**config.mk**
```make
export PLATFORM = sky130hd
export DESIGN_NAME = mips_alu_exec
export DESIGN_NICKNAME = d
export VERILOG_FILES = /design/src/rtl/mips_alu_pkg.sv /design/src/rtl/mips_seq_multiplier.sv /design/src/rtl/mips_alu_exec.sv
export SDC_FILE = /design/constraint.sdc
export NUM_CORES = 1
export LEC_CHECK = 0
export ABC_AREA = 1
export BUFFER_PORTS_ARGS = -buffer_cell sky130_fd_sc_hd__buf_2
export CORE_ASPECT_RATIO = 0.9
export CORE_MARGIN = 2
export CORE_UTILIZATION = 30
export DETAILED_ROUTE_END_ITERATION = 6
export PLACE_DENSITY_LB_ADDON = 0.25
export SLEW_MARGIN = 10
export SYNTH_ARGS = -nofsm -noshare
export SYNTH_HDL_FRONTEND = slang
export SYNTH_SLANG_ARGS = --single-unit
```
**constraint.sdc**
```tcl
create_clock -name CLK -period 4.4 [get_ports CLK]
set_input_delay 0.44 -clock CLK [delete_from_list [all_inputs] [get_ports CLK]]
set_output_delay 0.44 -clock CLK [all_outputs]
set_load 0.1 [all_outputs]
```
**src/rtl/mips_alu_pkg.sv**
```systemverilog
// Shared ALU operation codes and execute-stage FSM encodings.
package mips_alu_pkg;

    localparam logic [2:0] ALU_AND = 3'b000;
    localparam logic [2:0] ALU_OR  = 3'b001;
    localparam logic [2:0] ALU_ADD = 3'b010;
    localparam logic [2:0] ALU_SUB = 3'b100;
    localparam logic [2:0] ALU_MUL = 3'b101;
    localparam logic [2:0] ALU_SLT = 3'b110;

    typedef enum logic {
        IDLE = 1'b0,
        MUL  = 1'b1
    } alu_state_e;

endpackage

```
**src/rtl/mips_seq_multiplier.sv**
```systemverilog
// Iterative shift-add multiplier: low WIDTH bits of a*b after exactly WIDTH busy cycles.
module mips_seq_multiplier
    import mips_alu_pkg::*;
#(
    parameter int unsigned WIDTH = 32
) (
    input  logic             i_clk,
    input  logic             i_rst_n,
    input  logic             i_abort,
    input  logic             i_start,
    input  logic [WIDTH-1:0] i_a,
    input  logic [WIDTH-1:0] i_b,
    output logic             o_busy,
    output logic             o_done,
    output logic [WIDTH-1:0] o_product
);

    localparam int unsigned CNT_W = $clog2(WIDTH);

    alu_state_e       r_state;
    logic [CNT_W-1:0] r_cnt;
    logic [WIDTH-1:0] r_acc;
    logic [WIDTH-1:0] r_mcand;
    logic [WIDTH-1:0] r_mplier;

    logic [WIDTH-1:0] w_acc_next;
    logic             w_last;

    assign w_acc_next = r_acc + (r_mplier[0] ? r_mcand : '0);
    assign w_last     = (r_cnt == CNT_W'(WIDTH - 1));

    // done is valid on the edge that performs the final iteration; product is that sum
    assign o_busy    = (r_state == MUL);
    assign o_done    = o_busy & w_last;
    assign o_product = w_acc_next;

    // Iteration state: latch operands on start, one add/shift step per cycle, no early exit
    always_ff @(posedge i_clk) begin
        if (!i_rst_n) begin
            r_state  <= IDLE;
            r_cnt    <= '0;
            r_acc    <= '0;
            r_mcand  <= '0;
            r_mplier <= '0;
        end else if (i_abort) begin
            r_state <= IDLE;
            r_cnt   <= '0;
        end else begin
            case (r_state)
                IDLE: begin
                    if (i_start) begin
                        r_state  <= MUL;
                        r_cnt    <= '0;
                        r_acc    <= '0;
                        r_mcand  <= i_a;
                        r_mplier <= i_b;
                    end
                end
                MUL: begin
                    r_acc    <= w_acc_next;
                    r_mcand  <= r_mcand << 1;
                    r_mplier <= r_mplier >> 1;
                    if (w_last) begin
                        r_state <= IDLE;
                        r_cnt   <= '0;
                    end else begin
                        r_cnt <= r_cnt + 1'b1;
                    end
                end
                default: r_state <= IDLE;
            endcase
        end
    end

endmodule

```
**src/rtl/mips_alu_exec.sv**
```systemverilog
// Execute-stage ALU: single-cycle logic/add/sub/slt plus an iterative multiplier.
module mips_alu_exec
    import mips_alu_pkg::*;
#(
    parameter int unsigned WIDTH = 32
) (
    input  logic             CLK,
    input  logic             RST,
    input  logic             Valid_In,
    input  logic [WIDTH-1:0] SrcA,
    input  logic [WIDTH-1:0] SrcB,
    input  logic [2:0]       Alu_Control,
    input  logic             Flush,
    output logic             Ready_Out,
    output logic             Valid_Out,
    output logic [WIDTH-1:0] Alu_Result,
    output logic             Zero,
    output logic             Overflow
);

    logic             r_valid;
    logic [WIDTH-1:0] r_result;
    logic             r_zero;
    logic             r_ovf;

    logic             w_busy;
    logic             w_mul_done;
    logic [WIDTH-1:0] w_product;
    logic             w_accept;
    logic             w_start;
    logic [WIDTH-1:0] w_sum;
    logic [WIDTH-1:0] w_diff;
    logic [WIDTH-1:0] w_op_result;
    logic             w_op_ovf;

    assign Ready_Out = ~w_busy;
    // Flush blocks the same-cycle accept
    assign w_accept  = Valid_In & Ready_Out & ~Flush;
    assign w_start   = w_accept & (Alu_Control == ALU_MUL);

    mips_seq_multiplier #(
        .WIDTH (WIDTH)
    ) u_mul (
        .i_clk     (CLK),
        .i_rst_n   (RST),
        .i_abort   (Flush),
        .i_start   (w_start),
        .i_a       (SrcA),
        .i_b       (SrcB),
        .o_busy    (w_busy),
        .o_done    (w_mul_done),
        .o_product (w_product)
    );

    assign w_sum  = SrcA + SrcB;
    assign w_diff = SrcA - SrcB;

    // Single-cycle datapath; unlisted codes (011, 111) fall through to ADD
    always_comb begin
        w_op_result = w_sum;
        w_op_ovf    = (SrcA[WIDTH-1] == SrcB[WIDTH-1]) && (w_sum[WIDTH-1] != SrcA[WIDTH-1]);
        case (Alu_Control)
            ALU_AND: begin
                w_op_result = SrcA & SrcB;
                w_op_ovf    = 1'b0;
            end
            ALU_OR: begin
                w_op_result = SrcA | SrcB;
                w_op_ovf    = 1'b0;
            end
            ALU_SUB: begin
                w_op_result = w_diff;
                w_op_ovf    = (SrcA[WIDTH-1] != SrcB[WIDTH-1]) &&
                              (w_diff[WIDTH-1] != SrcA[WIDTH-1]);
            end
            ALU_SLT: begin
                w_op_result = {{(WIDTH-1){1'b0}}, ($signed(SrcA) < $signed(SrcB))};
                w_op_ovf    = 1'b0;
            end
            default: ;
        endcase
    end

    // Result register and completion pulse; flush suppresses a same-edge multiply completion
    always_ff @(posedge CLK) begin
        if (!RST) begin
            r_valid  <= 1'b0;
            r_result <= '0;
            r_zero   <= 1'b0;
            r_ovf    <= 1'b0;
        end else if (Flush) begin
            r_valid <= 1'b0;
        end else if (w_mul_done) begin
            r_valid  <= 1'b1;
            r_result <= w_product;
            r_zero   <= (w_product == '0);
            r_ovf    <= 1'b0;
        end else if (w_accept && !w_start) begin
            r_valid  <= 1'b1;
            r_result <= w_op_result;
            r_zero   <= (w_op_result == '0);
            r_ovf    <= w_op_ovf;
        end else begin
            r_valid <= 1'b0;
        end
    end

    assign Valid_Out  = r_valid;
    assign Alu_Result = r_result;
    assign Zero       = r_zero;
    assign Overflow   = r_ovf;

endmodule
```
==> flow_summary_export.csv, run 1 <==
group,metric,value,unit
timing,clock_skew,12.65,ps
cells_and_area,area_delta_synth_final,11.50,%
timing,rsz0062_at_grt,"false",
cells_and_area,ff_latch_area,0.002744,mm²
clock_tree,clock-root-buffer,"clkbuf_16",
synth,postSynthCellCount,2438,
route,drt_iter0_markers,1556,
floorplanning,io_pins,107,
timing,setup_viol,0,
clock_tree,cts-htree-levels,4,
worst_hold_path,hold_path_class,"primary input to flop",
clock_tree,path_clk_slew,80,ps
grt,grt_pass1_wl,92340,µm
floorplanning,dieArea,0.04823,mm²
setup_path,crit_arrival,3590,ps
placed_design,routabilityCongestion,0.9681,
floorplanning,die_h,208.5,µm
route,routed_wl,60360,µm
grt,grt_overflow,0,
timing,final_max_slew_viol_count,0,
setup_path,cp-start-kind,"primary input",
floorplanning,dieWidth,231.3,µm
synth,syn-num-nets,2641,
route,wl_per_cell,19.39,µm
timing,timing.hold.ws,252.6,ps
clock_tree,insertion_delay,470,ps
timing,clock.fmax,314.8,MHz
timing,worst_slew_pin_slew,1156,ps
synth,synth_cell_type_count,42,
setup_path,crit_fanout,7,
grt,grt_pass1_vias,15331,
pwr,power.leakage,8.035,nW
route,drc,0,
setup_path,crit_required,4810,ps
cells_and_area,fillers,5192,
placed_design,dpl.hpwl,48350,µm
grt,grt_antenna_before_repair,0,
clock_tree,cts_resized,0,
pwr,fin_total_pwr,4.056,mW
pwr,power_density,260.8,mW/mm²
clock_tree,tritoncts,"yes",
synth,yosysSeqAreaShare,19.67,%
timing,hold_violations,0,
timing,max_slew_margin,22.88,%
grt,gr-usage-all-layers,25.10,%
placed_design,placed_cells,3081,
cells_and_area,num_antenna_cells,0,
timing,period_minus_slack,3177,ps
clock_tree,ctsLongestPathBuffers,2,
setup_path,crit_path_end_kind,"flop",
floorplanning,core_area,0.04565,mm²
synth,ys_ff_latch,137,
clock_tree,numClockSinks,137,
status,status,"finished clean",
flow_run,maxCapViolations,0,
cells_and_area,drive_gt1_share,7.745,%
route,viasPerCell,5.161,
timing,tns,0,ps
synth,yosys_warnings,0,
placed_design,portBuffers,106,
cells_and_area,design_area,0.01555,mm²
cells_and_area,multi_input_area,0.009440,mm²
route,ant_nets,0,
setup_path,crit_type,"primary input to flop",
clock_tree,post-cts-setup-buffers,0,
placed_design,place_area,0.01496,mm²
cells_and_area,instances_no_fill,3113,
pwr,ir_worst_vdd,283.2,µV
clock_tree,cts_buffers,17,
cells_and_area,nets,2695,
synth,synth_area,0.01394,mm²
synth,syn_area_per_cell,5.720,µm²
route,via_count,16066,
floorplanning,initial_core_util,30.55,%
grt,grt_max_degree,128,
floorplanning,row_count,74,
route,dr.pass1.iters,6,
clock_tree,holdBufCountCts,0,
timing,fin_crit_sh,72.20,%
==> layout make-up <==
| cell class | count | share of cell area (%) |
|---|---|---|
| clock buffer | 18 | 2.824 |
| clock inverter | 14 | 0.9817 |
| inverter | 362 | 8.739 |
| multi-input combinational | 1855 | 60.71 |
| sequential | 137 | 17.65 |
| tap | 608 | 4.893 |
| timing repair buffer | 119 | 4.201 |
==> report_power, final <==
part           switching [mW]  internal (mW)  leakage (nW)
combinational           0.905          0.312          6.64
clock                   0.726          0.819         0.287
sequential             0.0254           1.27          1.11
==> cells in the final DEF (no fill, tap or decap), types with 23 or more instances in the layout <==
cell type and instances:
ha_1 129, a31oi_1 76, inv_1 349, dfxtp_1 136, buf_2 106, o21ai_0 131, nand3_1 179, a21oi_1 159
nor2_1 199, nand2_1 818, nor3_1 23
==> state kept, by name, indices dropped and copies added, names as in the netlist <==
name / flops
u_mul.r_cnt: 5
Zero: 1
u_mul.r_acc: 32
u_mul.r_mplier: 32
u_mul.o_busy: 1
Valid_Out: 1
Overflow: 1
u_mul.r_mcand: 32
Alu_Result: 32
==> final timing paths <==
kind / depth (start not counted) / from / endpoint / slack, ps
worst max-delay path: 19 / SrcA[23] / Zero / 1220
worst min-delay path: 3 / SrcB[16] / u_mul.r_mplier[16] / 250
worst max register to register: 21 / u_mul.r_mplier[0] / Zero / 1300
worst min register to register: 2 / u_mul.r_cnt[3] / u_mul.r_cnt[3] / 460
==> worst max-delay path: stages <==
cell      delay, ps
buf_2           150
inv_1            60
ha_1            500
inv_1           220
nand2_1         100
nand2_1          90
a21oi_1         380
nand2_1         110
a21oi_1         460
nand3_1         140
nand3_1         120
nand3b_1        230
nor2_1          160
nand2_1          70
nor2_1          120
nand2_1          80
nand3_1          60
nand2_1          50
inv_1            40
==> metrics by stage <==
stage	setup slack, ps	util, %
6_report	1223	34.06
5_1_grt	967.9	34.06
4_1_cts	1354	34.06
3_5_place_dp	927.4	32.77
3_3_place_gp	804.1	32.77
2_1_floorplan	1719	-
==> cell usage after synthesis, drive strengths merged <==
| cell | n | area, µm² |
|---|---|---|
| nand2 | 822 | 3095 |
| inv | 362 | 1359 |
| nor2 | 208 | 828.3 |
| nand3 | 179 | 895.9 |
| a21oi | 162 | 822.0 |
| o21ai | 139 | 695.7 |
| dfxtp | 137 | 2743 |
| ha | 129 | 1614 |
| a31oi | 76 | 475.5 |
| clkbuf | 52 | 196.4 |
| buf | 32 | 211.5 |
| nor3 | 24 | 125.1 |
| nand4 | 14 | 87.58 |
| xor2 | 14 | 122.6 |
| nand3b | 13 | 97.59 |
| o22ai | 12 | 75.07 |
| or2 | 12 | 75.07 |
| o21bai | 9 | 67.56 |
| xnor2 | 7 | 61.31 |
| a211oi | 6 | 45.04 |
| a22oi | 5 | 37.54 |
| o211ai | 5 | 37.54 |
| nor4 | 4 | 25.02 |
| o21a | 4 | 30.03 |
| fa | 3 | 60.06 |
| a221oi | 2 | 17.52 |
| a21boi | 1 | 7.510 |
| a21o | 1 | 7.510 |
| and2 | 1 | 6.260 |
| and3 | 1 | 6.260 |
| nor3b | 1 | 7.510 |
| o41ai | 1 | 8.760 |
==> cells by family after synthesis <==
group / count (synthesis) / synth area share [%]
buf+inv: 446 / 12.67
compound gates: 423 / 16.69
xor+xnor: 21 / 1.319
flops: 137 / 19.67
simple gates: 1279 / 37.65
fa+ha+maj: 132 / 12.01
==> routing by layer <==
metal,wire (µm),GRT usage [%],vias to the layer above
met2,25630,38.35,635
met3,4582,4.276,64
met1,28710,35.97,7462
met5,0,0,-
met4,1433,6.941,0
li1,-,-,7905
(Power assumes the default switching activity.)
==> inputs of run 2 (changes only) <==
- clock period: 4.4 -> 2.8 ns (I/O delays scaled with it)
==> flow_summary_export.csv, run 2 (synthesis gave the netlist of run 1 again) <==
group,metric,value,unit
worst_hold_path,hold_path_class,"primary input to flop",
clock_tree,ctsLongestPathBuffers,2,
floorplanning,io_pins,107,
pwr,netSwitchingFraction,38.51,%
cells_and_area,instances_no_fill,3436,
floorplanning,die_h,208.5,µm
floorplanning,row_count,74,
pwr,power_frac_seq,30.1,%
setup_path,r2r_slack,150,ps
clock_tree,path_clk_slew,70,ps
setup_path,crit_type,"flop to flop",
route,ant_nets,0,
flow_run,maxCapViolations,0,
cells_and_area,final_cell_mix,"794 x nand2_1, 343 x inv_1, 329 x buf_4",
setup_path,rr_endpoint,"Zero",
pwr,p_int,4.153,mW
pwr,power.leakage,9.681,nW
timing,hold_violations,0,
status,status,"finished clean",
setup_path,crit_start,"u_mul.r_mplier[0]",
route,via_count,17185,
grt,gr-usage-all-layers,25.36,%
clock_tree,cts-htree-levels,4,
timing,clock.fmax,377.2,MHz
placed_design,pre_cts_ws,-223.6,ps
route,wl_per_cell,18.14,µm
clock_tree,cts_buffers,17,
cells_and_area,num_antenna_cells,0,
cells_and_area,area_delta_synth_final,34.78,%
floorplanning,dieWidth,231.3,µm
setup_path,crit_fanout,6,
clock_tree,numClockSinks,137,
setup_path,crit_path_end,"Zero",
floorplanning,dieArea,0.04823,mm²
route,drc,0,
clock_tree,insertion_delay,470,ps
timing,fin_crit_sh,94.68,%
timing,setup_viol,0,
grt,grt_pass1_wl,94630,µm
route,drt_iter0_markers,1318,
timing,timing.hold.ws,120.3,ps
cells_and_area,fillers,4943,
grt,grt_antenna_before_repair,0,
timing,final_max_slew_viol_count,0,
route,routed_wl,62320,µm
setup_path,crit_path_end_kind,"flop",
setup_path,crit_required,3210,ps
timing,setup_ws,149.0,ps
pwr,pwr-share-comb,34.6,%
cells_and_area,drive_gt1_share,23.16,%
clock_tree,tritoncts,"yes",
placed_design,portBuffers,106,
setup_path,reg2reg_from,"u_mul.r_mplier[0]",
placed_design,dpl.hpwl,50670,µm
placed_design,placed_cells,3400,
floorplanning,core_area,0.04565,mm²
setup_path,crit_arrival,3060,ps
timing,worst_slew_pin_slew,763.4,ps
grt,grt_pass1_vias,16431,
timing,clock_skew,14.84,ps
route,dr.pass1.iters,5,
clock_tree,clock-root-buffer,"clkbuf_16",
floorplanning,initial_core_util,30.55,%
cells_and_area,final_common_cell,"nand2_1",
pwr,switchingPower,2.601,mW
placed_design,routabilityCongestion,1.029,
route,viasPerCell,5.001,
grt,grt_overflow,0,
grt,grt_max_degree,127,
timing,period_minus_slack,2651,ps
pwr,ir_worst_vdd,409.7,µV
cells_and_area,nets,3019,
timing,max_slew_margin,49.11,%
setup_path,cp-start-kind,"flop",
pwr,power_density,359.3,mW/mm²
setup_path,r2r_cells,21,
pwr,clkPwrFrac,35.3,%
==> run 2: area by class of cell <==
class	instances	area, µm²	share of cell area [%]
Multi-Input combinational cell	1855	10170	54.11
Timing Repair Buffer	443	3171	16.87
Sequential cell	137	2748	14.62
Inverter	362	1359	7.230
Tap cell	608	760.7	4.048
Clock buffer	17	425.4	2.263
Clock inverter	14	161.4	0.8588
==> run 2: worst min path at each step <==
| stage | from | end | slack (ps) | depth (start not counted) |
|---|---|---|---|---|
| floorplan | u_mul.r_cnt[3] | u_mul.r_cnt[3] | 440 | 2 |
| global placement | u_mul.r_cnt[3] | u_mul.r_cnt[3] | 450 | 2 |
| detailed placement | u_mul.r_cnt[3] | u_mul.r_cnt[3] | 460 | 2 |
| CTS | SrcB[7] | u_mul.r_mplier[7] | 100 | 3 |
| global route | SrcB[30] | u_mul.r_mplier[30] | 120 | 3 |
| finish | SrcB[7] | u_mul.r_mplier[7] | 120 | 3 |
==> run 2: what timing repair did <==
| item | 4_1_cts | 5_1_grt |
|---|---|---|
| buffers inserted | 0 | 3 |
| endpoints found under the setup margin | 1 | 15 |
| gates cloned | 0 | 2 |
| hold endpoints to repair | 0 | 0 |
| pin swaps | 0 | 27 |
| resized for setup | 3 | 173 |
| hold buffers | 0 | 0 |
==> run 2: layer usage <==
metal,wire length [µm],GRT usage [%],part of all wire (%)
met1,29930,35.92,48
met2,26870,39.24,43
met3,3745,3.618,6.0
met4,1772,8.254,2.8
met5,0,0,0
==> run 2: per-stage QoR <==
step / area [µm²] / power (mW) / setup TNS [ps] / utilization [%]
2_1_floorplan: 13940 / 3.333 / 0 / -
3_3_place_gp: 17400 / 4.366 / -413.7 / 38.11
3_5_place_dp: 17400 / 4.366 / -370.4 / 38.11
4_1_cts: 17990 / 6.761 / 0 / 39.42
5_1_grt: 18790 / 7.081 / -36.12 / 41.17
6_report: 18790 / 6.754 / 0 / 41.17
==> run 2: power by group through the flow <==
stage	registers (mW)	clock network (mW)	logic, mW
2_1_floorplan	2.26	0	1.07
3_3_place_gp	2.08	0	2.29
3_5_place_dp	2.08	0	2.29
4_1_cts	2.03	2.42	2.30
5_1_grt	2.04	2.51	2.54
6_report	2.03	2.38	2.34
==> run 2: critical path: stages, from the launching register on <==
cell and delay (ps):
dfxtp_4 410, clkbuf_16 170, nand2_1 60, inv_1 100, ha_4 220, nand2_1 90
nand3_2 120, nand2_1 90, nand2_1 80, buf_4 160, a21o_4 220, nand2_2 80
nand2_1 60, nand2_1 70, nand2_2 90, nor2_1 120, nand2_1 90, nor2_4 110
nand4_1 90, nand3_1 90, nand2_1 50, inv_1 40
